`src/rtl/ram_port_arbiter.sv`:
```
// ram_port_arbiter
//   Shares the single-port 16x8 DFF RAM between port 0 (CPU) and port 1
//   (host loader/debug). It arbitrates between the two, then sequences the
//   RAM MAR / ce_n / lr_n strobes for the winner. Read data comes from the
//   RAM's registered output and is returned to the owning port.
//
//   Ports
//     clk, rst                      clock, synchronous active-high reset
//     pN_req_valid/we/addr/wdata    request from port N (held until ready)
//     pN_req_ready                  combinational accept (IDLE, granted, valid)
//     pN_rsp_valid                  one-cycle completion pulse
//     pN_rsp_rdata                  read data, held until next read on port N
//     ram_mar/ram_data_in           registered RAM address / write data
//     ram_ce_n/ram_lr_n             registered active-low read / write strobes
//     ram_data_out                  registered read data from the RAM
//
//   Configuration
//     RAM_ARB_ROUND_ROBIN_EN  defined: on contention grant the port opposite
//                             the last grant. Undefined: port 0 always wins.
module ram_port_arbiter #(
  parameter int ADDR_BITS = 4,
  parameter int DATA_BITS = 8
) (
  input  logic                 clk,
  input  logic                 rst,
  input  logic                 p0_req_valid,
  input  logic                 p0_req_we,
  input  logic [ADDR_BITS-1:0] p0_req_addr,
  input  logic [DATA_BITS-1:0] p0_req_wdata,
  output logic                 p0_req_ready,
  output logic                 p0_rsp_valid,
  output logic [DATA_BITS-1:0] p0_rsp_rdata,
  input  logic                 p1_req_valid,
  input  logic                 p1_req_we,
  input  logic [ADDR_BITS-1:0] p1_req_addr,
  input  logic [DATA_BITS-1:0] p1_req_wdata,
  output logic                 p1_req_ready,
  output logic                 p1_rsp_valid,
  output logic [DATA_BITS-1:0] p1_rsp_rdata,
  output logic [ADDR_BITS-1:0] ram_mar,
  output logic [DATA_BITS-1:0] ram_data_in,
  output logic                 ram_ce_n,
  output logic                 ram_lr_n,
  input  logic [DATA_BITS-1:0] ram_data_out
);

  typedef enum logic [1:0] {IDLE, ACCESS, CAPTURE, RESP} state_t;

  state_t state, state_nxt;

  logic                 grant;   // 0: port 0 wins, 1: port 1 wins
  logic                 accept;
  logic                 owner;
  logic                 own_we;
  logic                 sel_we;
  logic [ADDR_BITS-1:0] sel_addr;
  logic [DATA_BITS-1:0] sel_wdata;

`ifdef RAM_ARB_ROUND_ROBIN_EN
  logic last_grant;

  always_comb begin
    grant = ~p0_req_valid;
    if (p0_req_valid && p1_req_valid) grant = ~last_grant;
  end

  always_ff @(posedge clk) begin
    if (rst)         last_grant <= 1'b1;
    else if (accept) last_grant <= grant;
  end
`else
  // Fixed priority: port 1 only wins when port 0 is not asking.
  assign grant = ~p0_req_valid;
`endif

  assign p0_req_ready = (state == IDLE) && p0_req_valid && !grant;
  assign p1_req_ready = (state == IDLE) && p1_req_valid &&  grant;
  assign accept       = p0_req_ready || p1_req_ready;

  assign sel_we    = grant ? p1_req_we    : p0_req_we;
  assign sel_addr  = grant ? p1_req_addr  : p0_req_addr;
  assign sel_wdata = grant ? p1_req_wdata : p0_req_wdata;

  always_ff @(posedge clk) begin
    if (rst) state <= IDLE;
    else     state <= state_nxt;
  end

  always_comb begin
    state_nxt = state;
    case (state)
      IDLE:    if (accept) state_nxt = ACCESS;
      ACCESS:  state_nxt = own_we ? RESP : CAPTURE;
      CAPTURE: state_nxt = RESP;
      RESP:    state_nxt = IDLE;
      default: state_nxt = IDLE;
    endcase
  end

  // Registered RAM interface and responses. The strobes are loaded on the
  // accept edge so they are visible during ACCESS and fall back to idle on
  // the following edge, giving exactly one active cycle.
  always_ff @(posedge clk) begin
    if (rst) begin
      owner        <= 1'b0;
      own_we       <= 1'b0;
      ram_mar      <= '0;
      ram_data_in  <= '0;
      ram_ce_n     <= 1'b1;
      ram_lr_n     <= 1'b1;
      p0_rsp_valid <= 1'b0;
      p1_rsp_valid <= 1'b0;
      p0_rsp_rdata <= '0;
      p1_rsp_rdata <= '0;
    end else begin
      ram_ce_n     <= 1'b1;
      ram_lr_n     <= 1'b1;
      p0_rsp_valid <= 1'b0;
      p1_rsp_valid <= 1'b0;
      if (accept) begin
        owner   <= grant;
        own_we  <= sel_we;
        ram_mar <= sel_addr;
        if (sel_we) begin
          ram_lr_n    <= 1'b0;
          ram_data_in <= sel_wdata;
        end else begin
          ram_ce_n    <= 1'b0;
        end
      end
      // RAM output registered the read during ACCESS; it is valid in CAPTURE.
      if (state == CAPTURE) begin
        if (owner) p1_rsp_rdata <= ram_data_out;
        else       p0_rsp_rdata <= ram_data_out;
      end
      if (state_nxt == RESP) begin
        if (owner) p1_rsp_valid <= 1'b1;
        else       p0_rsp_valid <= 1'b1;
      end
    end
  end

endmodule
```
`config.mk`:
```
export PLATFORM = sky130hd
export DESIGN_NAME = ram_port_arbiter
export DESIGN_NICKNAME = d
export VERILOG_FILES = /design/src/rtl/ram_port_arbiter.sv
export SDC_FILE = /design/constraint.sdc
export NUM_CORES = 1
export LEC_CHECK = 0
export CELL_PAD_IN_SITES_DETAIL_PLACEMENT = 0
export CELL_PAD_IN_SITES_GLOBAL_PLACEMENT = 1
export CORE_MARGIN = 4
export CORE_UTILIZATION = 26
export CTS_CLUSTER_SIZE = 14
export DETAILED_ROUTE_END_ITERATION = 7
export PLACE_DENSITY = 0.72
export SYNTH_ARGS = -nofsm -noshare
export SYNTH_HDL_FRONTEND = slang
export SYNTH_SLANG_ARGS = --single-unit
```
`constraint.sdc`:
```
create_clock -name clk -period 1.7 [get_ports clk]
set_clock_uncertainty 0.15 [all_clocks]
set_input_delay 0.34 -clock clk [delete_from_list [all_inputs] [get_ports clk]]
set_output_delay 0.34 -clock clk [all_outputs]
set_load 0.005 [all_outputs]
```
==> results of run 1 <==
[Yosys cell counts, types with 3 or more instances]
master / n
dfxtp_1: 36
mux2i_1: 17
nor3_1: 17
nand2_1: 11
nor2_1: 11
a21oi_1: 10
nand3_1: 9
a211oi_2: 8
clkbuf_1: 7
nor2b_1: 5
a221oi_1: 4
ha_1: 4
buf_2: 3
inv_1: 3
[kinds of logic (layout without fill, tap and decap cells)]
logic type / after synthesis / after routing / synth area share [%]
buf+inv: 15 / 104 / 4.87
compound gates: 25 / 25 / 13.5
simple gates: 63 / 63 / 20.6
fa+ha+maj: 4 / 4 / 3.25
flops: 36 / 36 / 46.8
mux: 17 / 17 / 11.0
[power breakdown]
group	internal [mW]	leakage, nW	switching, mW
Clock	0.278	0.0410	0.280
Combinational	0.854	0.702	0.593
Sequential	1.03	0.295	0.0941
Total	2.16	1.04	0.967
[worst max-delay path by stage]
stage | from | to | slack [ns] | cells past startpoint
global placement | p0_req_valid | ram_data_in[3] | -0.35 | 5
finish | state[1] | p1_req_ready | -0.007 | 6
global route | state[1] | p1_req_ready | -0.08 | 6
CTS | state[1] | p1_req_ready | -0.02 | 6
detailed placement | p0_req_valid | ram_mar[2] | -0.36 | 6
floorplan | state[0] | ram_data_in[0] | 0.008 | 7
[registers in the layout, indices dropped and copies added, names as in the netlist]
| signal | cells |
|---|---|
| own_we | 1 |
| owner | 1 |
| p0_rsp_rdata | 8 |
| p0_rsp_valid | 1 |
| p1_rsp_rdata | 8 |
| p1_rsp_valid | 1 |
| ram_ce_n | 1 |
| ram_data_in | 8 |
| ram_lr_n | 1 |
| ram_mar | 4 |
| state | 2 |
[worst max-delay path: cells and delay by family, from the launching register on]
family        cells  cell delay (ns)
buf+inv           4             0.34
flops             1             0.33
fa+ha+maj         1             0.15
simple gates      1             0.10
[timing repair]
| item | in CTS | in global routing |
|---|---|---|
| cloned | 0 | 0 |
| buffers inserted | 3 | 1 |
| endpoints found under the setup margin | 14 | 6 |
| gates resized for setup | 15 | 4 |
| hold buffers | 0 | 0 |
| pin swaps | 1 | 3 |
[final cells by class]
type / count / area, um2
timing repair buffer: 94 / 913
fill: 545 / 3050
clock buffer: 6 / 72.6
tap: 72 / 90.1
inverter: 3 / 11.3
sequential: 36 / 723
multi-input combinational: 109 / 774
clock inverter: 1 / 5.00
[stage by stage]
| stage | setup WS, ns | utilization [%] | setup TNS (ns) | power (mW) | hold WS, ns |
|---|---|---|---|---|---|
| after floorplan | 0.00838 | - | 0 | 1.78 | 0.299 |
| after global placement | -0.349 | 43.7 | -5.69 | 2.49 | 0.292 |
| after detailed placement | -0.365 | 43.7 | -5.86 | 2.50 | 0.299 |
| after CTS | -0.0232 | 45.7 | -0.0232 | 3.16 | 0.311 |
| after global routing | -0.0799 | 45.9 | -0.122 | 3.35 | 0.332 |
| final | -0.00731 | 45.9 | -0.00731 | 3.13 | 0.307 |
[routing by layer]
layer	vias up	GRT usage, %	wire (um)
met5	-	0	0
met4	0	3.88	63
met3	6	3.98	255
met2	37	19.4	2090
met1	674	14.1	1810
li1	744	-	-
==> run summary, run 1 <==
initial core utilization -> 27.3%
# diodes -> 0
RSZ-0062 raised after global routing -> yes
status -> finished with violations
Clock Path Buffers -> 2
#FFs+latches synth -> 36
Hold Path Depth -> 2
CTS tree -> yes
Cells after DPL -> 311
post-route ant nets -> 0
Max VDD drop -> 0.362 mV
final worst slack -> -0.00731 ns
PwrDens -> 1210 nW/um2
gr ovfl total -> 0
Final Non-Filler Cells -> 321
required time of the critical path -> 1.21 ns
Root Driver -> clkbuf_8
fin crit period -> 1.71 ns
Slew Viols, Final -> 0
die area -> 7220 um2
WL/cell -> 13.1 um
Synth area leaders -> dfxtp_1 47%, mux2i_1 11%, a211oi_2 6.5%
DR vias -> 1461
GR Util All Layers -> 11.7%
largest net degree at the start of global routing -> 19
worst path arrival time -> 1.22 ns
Reg2Reg Setup Slack -> 0.06 ns
P_leak -> 1.04 nW
# rows -> 27
Post-synth EDFFs -> 0
slowest cell delay on critical path -> 0.33 ns
Rel. slew slack -> 79.2%
Port Buf Inserts -> 71
Mapped Avg Cell Area -> 9.63 um2
share of the synthesized area in the top cell type -> 46.8%
number of global-route vias before repair -> 1446
Hold Path Origin -> p1_rsp_rdata[6]
Syn Nets -> 202
Period Utilization, post-route -> 100%
die outline width -> 85.0 um
First-pass DRT Iterations -> 4
DRC Markers -> 0
Cell Chain, Critical Path -> inv_2 > ha_4 > buf_6 > nand3b_1 > inv_1 > buf_2
Syn Std Cell Area -> 1540 um2
Syn Inst Count -> 160
final number of setup-violating endpoints -> 1
Hold Crit Class -> flop to flop
# H-tree levels -> 2
worst hold path endpoint -> p1_rsp_rdata[6]
slowest CP cell -> dfxtp_2
total wire length -> 4210 um
IO Pins -> 72
CTS Sinks -> 36
dpl cell area -> 2460 um2
critical path peak fanout -> 3
share of cells above drive strength 1 -> 19.3%
Post-synth ARST share -> 0%
sequential area share after synthesis -> 46.8%
DRT iter0 DRCs -> 45
Area growth syn-to-layout -> 68.2%
cell taking the most area after synthesis -> dfxtp_1
Yosys Warn Count -> 0
Post-synth top flop -> dfxtp_1
die height -> 85.0 um
first-pass GRT wire length -> 6780 um
failing checks -> setup timing
CORE AREA -> 5640 um2
initial antenna violation count -> 0
Max Clk Rate -> 586 MHz
Avg Vias per Cell -> 4.55
final RePlAce weighted congestion -> 0.744
Final Cell Area -> 2590 um2
Cell variety after synth -> 25
R2R Path Start -> state[1]
critical path type -> flop to output pin
R2R depth -> 8
RR Endpoint -> ram_mar[2]
Slew @ Worst Pin -> 0.312 ns
cts bufs inserted -> 5
commonest non-fill, non-tap cell in the layout -> clkdlybuf4s50_1
Reg clk slew, reported paths -> 0.07 ns
Nets -> 291
Clk Latency, worst-skew pair -> 0.28 ns
dpl hpwl -> 3180 um
max-cap violation count -> 0
most frequent cells in the layout -> 68 x clkdlybuf4s50_1, 34 x dfxtp_1, 19 x buf_4, 17 x mux2i_1, 14 x nor3_1
Final Hold Vio Count -> 0
Critical Path End Type -> output pin
Worst setup SP type -> flop
Power figures use the tool's default switching activity.
==> run 2: changes to the inputs <==
--- a/config.mk
+++ b/config.mk
@@ -5,9 +5,10 @@
 export SDC_FILE = /design/constraint.sdc
 export NUM_CORES = 1
 export LEC_CHECK = 0
+export CAP_MARGIN = 20
 export CELL_PAD_IN_SITES_DETAIL_PLACEMENT = 0
 export CELL_PAD_IN_SITES_GLOBAL_PLACEMENT = 1
-export CORE_MARGIN = 4
+export CORE_MARGIN = 2
 export CORE_UTILIZATION = 26
 export CTS_CLUSTER_SIZE = 14
 export DETAILED_ROUTE_END_ITERATION = 7
==> run 2 against run 1 <==
Effect of this change: the run now ends clean; cell count increased by 1.2%; routed wire length rose by 1.2%; clock power grew 13%; via count decreased by 0.14%; worst setup slack better by 0.083 ns; critical path type unchanged; largest cell class unchanged; largest power group unchanged; highest routed layer unchanged.
==> run summary, run 2 (synthesized netlist as in run 1, its figures left out) <==
DR vias -> 1459 (was 1461)
Slew Viols, Final -> 0 (unchanged)
worst hold slack -> 0.311 ns (was 0.307 ns)
first-pass GRT wire length -> 7220 um (was 6780 um)
dpl cell area -> 2450 um2 (was 2460 um2)
most frequent cells in the layout -> 68 x clkdlybuf4s50_1, 34 x dfxtp_1, 20 x buf_4, 17 x mux2i_1, 17 x nor3_1 (was 68 x clkdlybuf4s50_1, 34 x dfxtp_1, 19 x buf_4, 17 x mux2i_1, 14 x nor3_1)
Filler cells -> 606 (was 545)
Slew @ Worst Pin -> 0.282 ns (was 0.312 ns)
die height -> 81.0 um (was 85.0 um)
post-route ant nets -> 0 (unchanged)
max-cap violation count -> 0 (unchanged)
Hold Path Origin -> p1_rsp_rdata[3] (was p1_rsp_rdata[6])
total wire length -> 4260 um (was 4210 um)
die outline width -> 81.0 um (was 85.0 um)
R2R Path Start -> state[0] (was state[1])
DRC Markers -> 0 (unchanged)
crit path buf inv count -> 1 (was 4)
Clk Latency, worst-skew pair -> 0.29 ns (was 0.28 ns)
# diodes -> 0 (unchanged)
RSZ-0062 raised after global routing -> yes (unchanged)
CTS Sinks -> 36 (unchanged)
Max VDD drop -> 0.470 mV (was 0.362 mV)
R2R depth -> 7 (was 8)
commonest non-fill, non-tap cell in the layout -> clkdlybuf4s50_1 (unchanged)
worst path arrival time -> 1.13 ns (was 1.22 ns)
First-pass DRT Iterations -> 4 (unchanged)
Final Hold Vio Count -> 0 (unchanged)
# H-tree levels -> 2 (unchanged)
CTS tree -> yes (unchanged)
Port Buf Inserts -> 71 (unchanged)
Cell Chain, Critical Path -> clkdlybuf4s50_1 (was inv_2 > ha_4 > buf_6 > nand3b_1 > inv_1 > buf_2)
Period Utilization, post-route -> 95.6% (was 100%)
# rows -> 28 (was 27)
required time of the critical path -> 1.21 ns (about the same)
critical path type -> flop to output pin (unchanged)
Largest regs -> p0_rsp_rdata (8), p1_rsp_rdata (8), ram_data_in (8) (unchanged)
Cells after DPL -> 313 (was 311)
post-layout util -> 45.0% (was 45.9%)
P_leak -> 1.03 nW (was 1.04 nW)
critical path peak fanout -> 2 (was 3)
CP top delay family -> buffers and inverters (unchanged)
Hold Crit Class -> flop to flop (unchanged)
fin crit period -> 1.62 ns (was 1.71 ns)
cts hold-fix bufs -> 0 (unchanged)
CP startpoint -> ram_data_in[7] (was state[1])
Nets -> 291 (unchanged)
Worst setup SP type -> flop (unchanged)
Final Cell Area -> 2620 um2 (was 2590 um2)
Max Clk Rate -> 615 MHz (was 586 MHz)
PwrDens -> 1230 nW/um2 (was 1210 nW/um2)
share of cells above drive strength 1 -> 21.2% (was 19.3%)
GR Util All Layers -> 14.3% (was 11.7%)
Place WS -> -0.413 ns (was -0.365 ns)
Critical Path End Type -> output pin (unchanged)
slowest CP cell -> clkdlybuf4s50_1 (was dfxtp_2)
WL/cell -> 13.1 um (about the same)
cts bufs inserted -> 5 (unchanged)
dpl hpwl -> 3070 um (was 3180 um)
DRT iter0 DRCs -> 70 (was 45)
Root Driver -> clkbuf_8 (unchanged)
Avg Vias per Cell -> 4.49 (was 4.55)
IO Pins -> 72 (unchanged)
Area growth syn-to-layout -> 69.8% (was 68.2%)
initial core utilization -> 26.5% (was 27.3%)
final worst slack -> 0.0752 ns (was -0.00731 ns)
largest net degree at the start of global routing -> 15 (was 19)
slowest cell delay on critical path -> 0.51 ns (was 0.33 ns)
Reg clk slew, reported paths -> 0.07 ns (about the same)
number of global-route vias before repair -> 1486 (was 1446)
initial antenna violation count -> 0 (unchanged)
final RePlAce weighted congestion -> 0.791 (was 0.744)
status -> complete, no violations (was finished with violations)
CORE AREA -> 5820 um2 (was 5640 um2)
Clock Path Buffers -> 2 (unchanged)
Hold Path Depth -> 2 (unchanged)
Final Non-Filler Cells -> 325 (was 321)
Rel. slew slack -> 81.2% (was 79.2%)
die area -> 6560 um2 (was 7220 um2)
WP depth -> 1 (was 6)
final number of setup-violating endpoints -> 0 (was 1)
gr ovfl total -> 0 (unchanged)
[run 2: cell types whose count changed in the layout (fill, tap and decap cells not counted), moves of 3 or more]
cell      previous run  this run
a221oi_1             4         0
a221oi_2             0         4
nor3_1              14        17
nor3_2               3         0
[run 2: layer usage]
layer,GRT usage [%],part of all wire [%]
met5,0,0
met4,4.07,1.2
met3,4.33,5.5
met2,23.1,47
met1,18.6,46
[run 2: worst min-delay path, delay by kind of cell, from the launching register on]
kind | cells | cell delay [ns]
compound gates | 1 | 0.05
flops | 1 | 0.31
simple gates | 1 | 0.05
[run 2: area by class of cell]
| cell class | count | area (um2) | area share (%) |
|---|---|---|---|
| tap | 75 | 93.8 | 3.59 |
| timing repair buffer | 94 | 901 | 34.4 |
| clock buffer | 8 | 90.1 | 3.44 |
| sequential | 36 | 723 | 27.7 |
| multi-input combinational | 109 | 796 | 30.4 |
| inverter | 3 | 11.3 | 0.431 |
[run 2: final timing paths]
path | to | slack (ns)
max | ram_data_in[7] | 0.08
min | p1_rsp_rdata[3] | 0.31
max reg2reg | p0_rsp_valid | 0.11
min reg2reg | p1_rsp_rdata[3] | 0.31
[run 2: power by group]
part           leakage (nW)  switching (mW)  internal (mW)
Clock                0.0455           0.298          0.331
Combinational         0.692           0.620          0.862
Sequential            0.295          0.0871           1.03
Total                  1.03            1.01           2.22
[run 2: per-stage QoR]
stage,TNS (ns),total power [mW]
6_report,0,3.23
5_1_grt,-0.00849,3.47
4_1_cts,-0.0109,3.22
3_5_place_dp,-4.78,2.49
3_3_place_gp,-4.67,2.49
2_1_floorplan,0,1.78
[run 2: what timing repair did]
item / CTS / global route
cloned: 0 / 0
pin swaps: 1 / 1
setup endpoints to repair: 10 / 11
setup buffers: 3 / 1
gates resized for setup: 12 / 11
==> run 3: changes to the inputs <==
--- a/config.mk
+++ b/config.mk
@@ -9,10 +9,10 @@
 export CELL_PAD_IN_SITES_DETAIL_PLACEMENT = 0
 export CELL_PAD_IN_SITES_GLOBAL_PLACEMENT = 1
 export CORE_MARGIN = 2
-export CORE_UTILIZATION = 26
+export CORE_UTILIZATION = 29
 export CTS_CLUSTER_SIZE = 14
 export DETAILED_ROUTE_END_ITERATION = 7
-export PLACE_DENSITY = 0.72
+export PLACE_DENSITY = 0.76
 export SYNTH_ARGS = -nofsm -noshare
 export SYNTH_HDL_FRONTEND = slang
 export SYNTH_SLANG_ARGS = --single-unit
==> constraint.sdc (replaced) <==
create_clock -name clk -period 1.8 [get_ports clk]
set_clock_uncertainty 0.15 [all_clocks]
set_input_delay 0.36 -clock clk [delete_from_list [all_inputs] [get_ports clk]]
set_output_delay 0.36 -clock clk [all_outputs]
set_load 0.005 [all_outputs]
==> run 3 against run 2 <==
Effect of this change: total power is 3.4% lower; cell count is 3.4% lower; non-clock buffer count is 6 lower; register-to-register slack better by 0.09 ns; global-route usage is 0.32 points higher; clock-buffer cell count is 1 lower; utilization is 5.0 points higher; hold slack worse by 0.0022 ns; via count is 1.9% lower; combinational power is 13% lower; sequential power is 5% lower; critical endpoint is now p0_req_ready.
==> run summary, run 3 (synthesized netlist as in run 1, its figures left out) <==
Rel. slew slack -> 82.4% (was 81.2%)
fin crit period -> 1.72 ns
IO Pins -> 72 (unchanged)
Final Cell Area -> 2550 um2 (was 2620 um2)
total wire length -> 4060 um (was 4260 um)
Clk Latency, worst-skew pair -> 0.28 ns (was 0.29 ns)
worst path arrival time -> 1.21 ns (was 1.13 ns)
share of cells above drive strength 1 -> 16.4% (was 21.2%)
post-route ant nets -> 0 (unchanged)
die height -> 76.9 um (was 81.0 um)
Slew @ Worst Pin -> 0.263 ns (was 0.282 ns)
Clock Path Buffers -> 2 (unchanged)
# rows -> 26 (was 28)
number of global-route vias before repair -> 1537 (was 1486)
CORE AREA -> 5110 um2 (was 5820 um2)
largest net degree at the start of global routing -> 17 (was 15)
DR vias -> 1432 (was 1459)
Max Clk Rate -> 581 MHz
# H-tree levels -> 2 (unchanged)
dpl hpwl -> 3030 um (was 3070 um)
CTS tree -> yes (unchanged)
cts bufs inserted -> 5 (unchanged)
CTS Sinks -> 36 (unchanged)
setup TNS -> 0 ns (unchanged)
P_leak -> 1.02 nW (was 1.03 nW)
final number of setup-violating endpoints -> 0 (unchanged)
critical path type -> flop to output pin (unchanged)
First-pass DRT Iterations -> 4 (unchanged)
Critical Path End Type -> output pin (unchanged)
commonest non-fill, non-tap cell in the layout -> clkdlybuf4s50_1 (unchanged)
worst hold slack -> 0.309 ns (was 0.311 ns)
Reg2Reg Setup Slack -> 0.20 ns (was 0.11 ns)
most frequent cells in the layout -> 68 x clkdlybuf4s50_1, 34 x dfxtp_1, 17 x mux2i_1, 17 x nor3_1, 16 x buf_4 (was 68 x clkdlybuf4s50_1, 34 x dfxtp_1, 20 x buf_4, 17 x mux2i_1, 17 x nor3_1)
Area growth syn-to-layout -> 65.7% (was 69.8%)
die outline width -> 76.9 um (was 81.0 um)
# diodes -> 0 (unchanged)
critical path peak fanout -> 4 (was 2)
Hold Crit Class -> flop to flop (unchanged)
Avg Vias per Cell -> 4.56 (was 4.49)
initial antenna violation count -> 0 (unchanged)
WL/cell -> 12.9 um (was 13.1 um)
required time of the critical path -> 1.29 ns (was 1.21 ns)
PwrDens -> 1220 nW/um2 (was 1230 nW/um2)
dpl cell area -> 2410 um2 (was 2450 um2)
Root Driver -> clkbuf_8 (unchanged)
RSZ-0062 raised after global routing -> no (was yes)
max-cap violation count -> 0 (unchanged)
post-layout util -> 50.0% (was 45.0%)
Largest regs -> p0_rsp_rdata (8), p1_rsp_rdata (8), ram_data_in (8) (unchanged)
DRT iter0 DRCs -> 39 (was 70)
Reg clk slew, reported paths -> 0.07 ns (about the same)
first-pass GRT wire length -> 7040 um (was 7220 um)
Worst setup SP type -> flop (unchanged)
Max VDD drop -> 0.453 mV (was 0.470 mV)
gr ovfl total -> 0 (unchanged)
Period Utilization, post-route -> 95.6%
DRC Markers -> 0 (unchanged)
Final Hold Vio Count -> 0 (unchanged)
final RePlAce weighted congestion -> 0.751 (was 0.791)
Port Buf Inserts -> 71 (unchanged)
die area -> 5910 um2 (was 6560 um2)
initial core utilization -> 30.2% (was 26.5%)
GR Util All Layers -> 14.7% (was 14.3%)
Slew Viols, Final -> 0 (unchanged)
Nets -> 285 (was 291)
status -> complete, no violations (unchanged)
[run 3: cell count changes in the layout (fill, tap and decap cells not counted), sizes merged]
cell and change:
bufinv +1, buf -6, clkdlybuf4s15 +1, clkbuf -2
[run 3: path summary, 6_finish.rpt]
path                   start               to  cells past startpoint
min reg2reg  p1_rsp_rdata[5]  p1_rsp_rdata[5]                      2
max reg2reg         state[0]       ram_mar[3]                      7
min          p1_rsp_rdata[5]  p1_rsp_rdata[5]                      2
max                 state[1]     p0_req_ready                      4
[run 3: area by class of cell]
class | instances | area [um2]
Fill cell | 498 | 2550
Timing Repair Buffer | 88 | 845
Multi-Input combinational cell | 109 | 759
Sequential cell | 36 | 723
Clock buffer | 7 | 96.3
Tap cell | 70 | 87.6
Clock inverter | 1 | 30.0
Inverter | 3 | 11.3
[run 3: timing repair]
action | in CTS | in global routing
setup endpoints to repair | 2 | 11
buffers inserted | 0 | 0
hold buffers | 0 | 0
gates resized for setup | 8 | 5
[run 3: routing by layer]
layer | GRT usage, % | wire (um) | up-vias | part of all wire (%)
met5 | 0 | 0 | - | 0
met4 | 6.18 | 61 | 0 | 1.5
met2 | 25.4 | 2070 | 34 | 51
met1 | 17.3 | 1780 | 660 | 44
li1 | - | - | 731 | -
met3 | 3.29 | 152 | 7 | 3.7
[run 3: stage by stage]
| step | power, mW | setup slack, ns | cells |
|---|---|---|---|
| after floorplan | 1.68 | 0.108 | 160 |
| after global placement | 2.32 | -0.269 | 306 |
| after detailed placement | 2.33 | -0.286 | 306 |
| after CTS | 3.15 | 0.00250 | 314 |
| after global routing | 3.33 | 0.0234 | 314 |
| final | 3.12 | 0.0791 | 314 |
[run 3: worst max-delay path, stage by stage, from the launching register on]
cell             delay (ns)
dfxtp_2                0.34
inv_2                  0.05
ha_4                   0.16
and2_1                 0.17
clkdlybuf4s15_1        0.21
[run 3: where the power goes]
part           total [mW]  internal, mW  switching, mW
Combinational        1.29         0.745          0.541
Clock               0.774         0.489          0.285
Sequential           1.06         0.970         0.0871
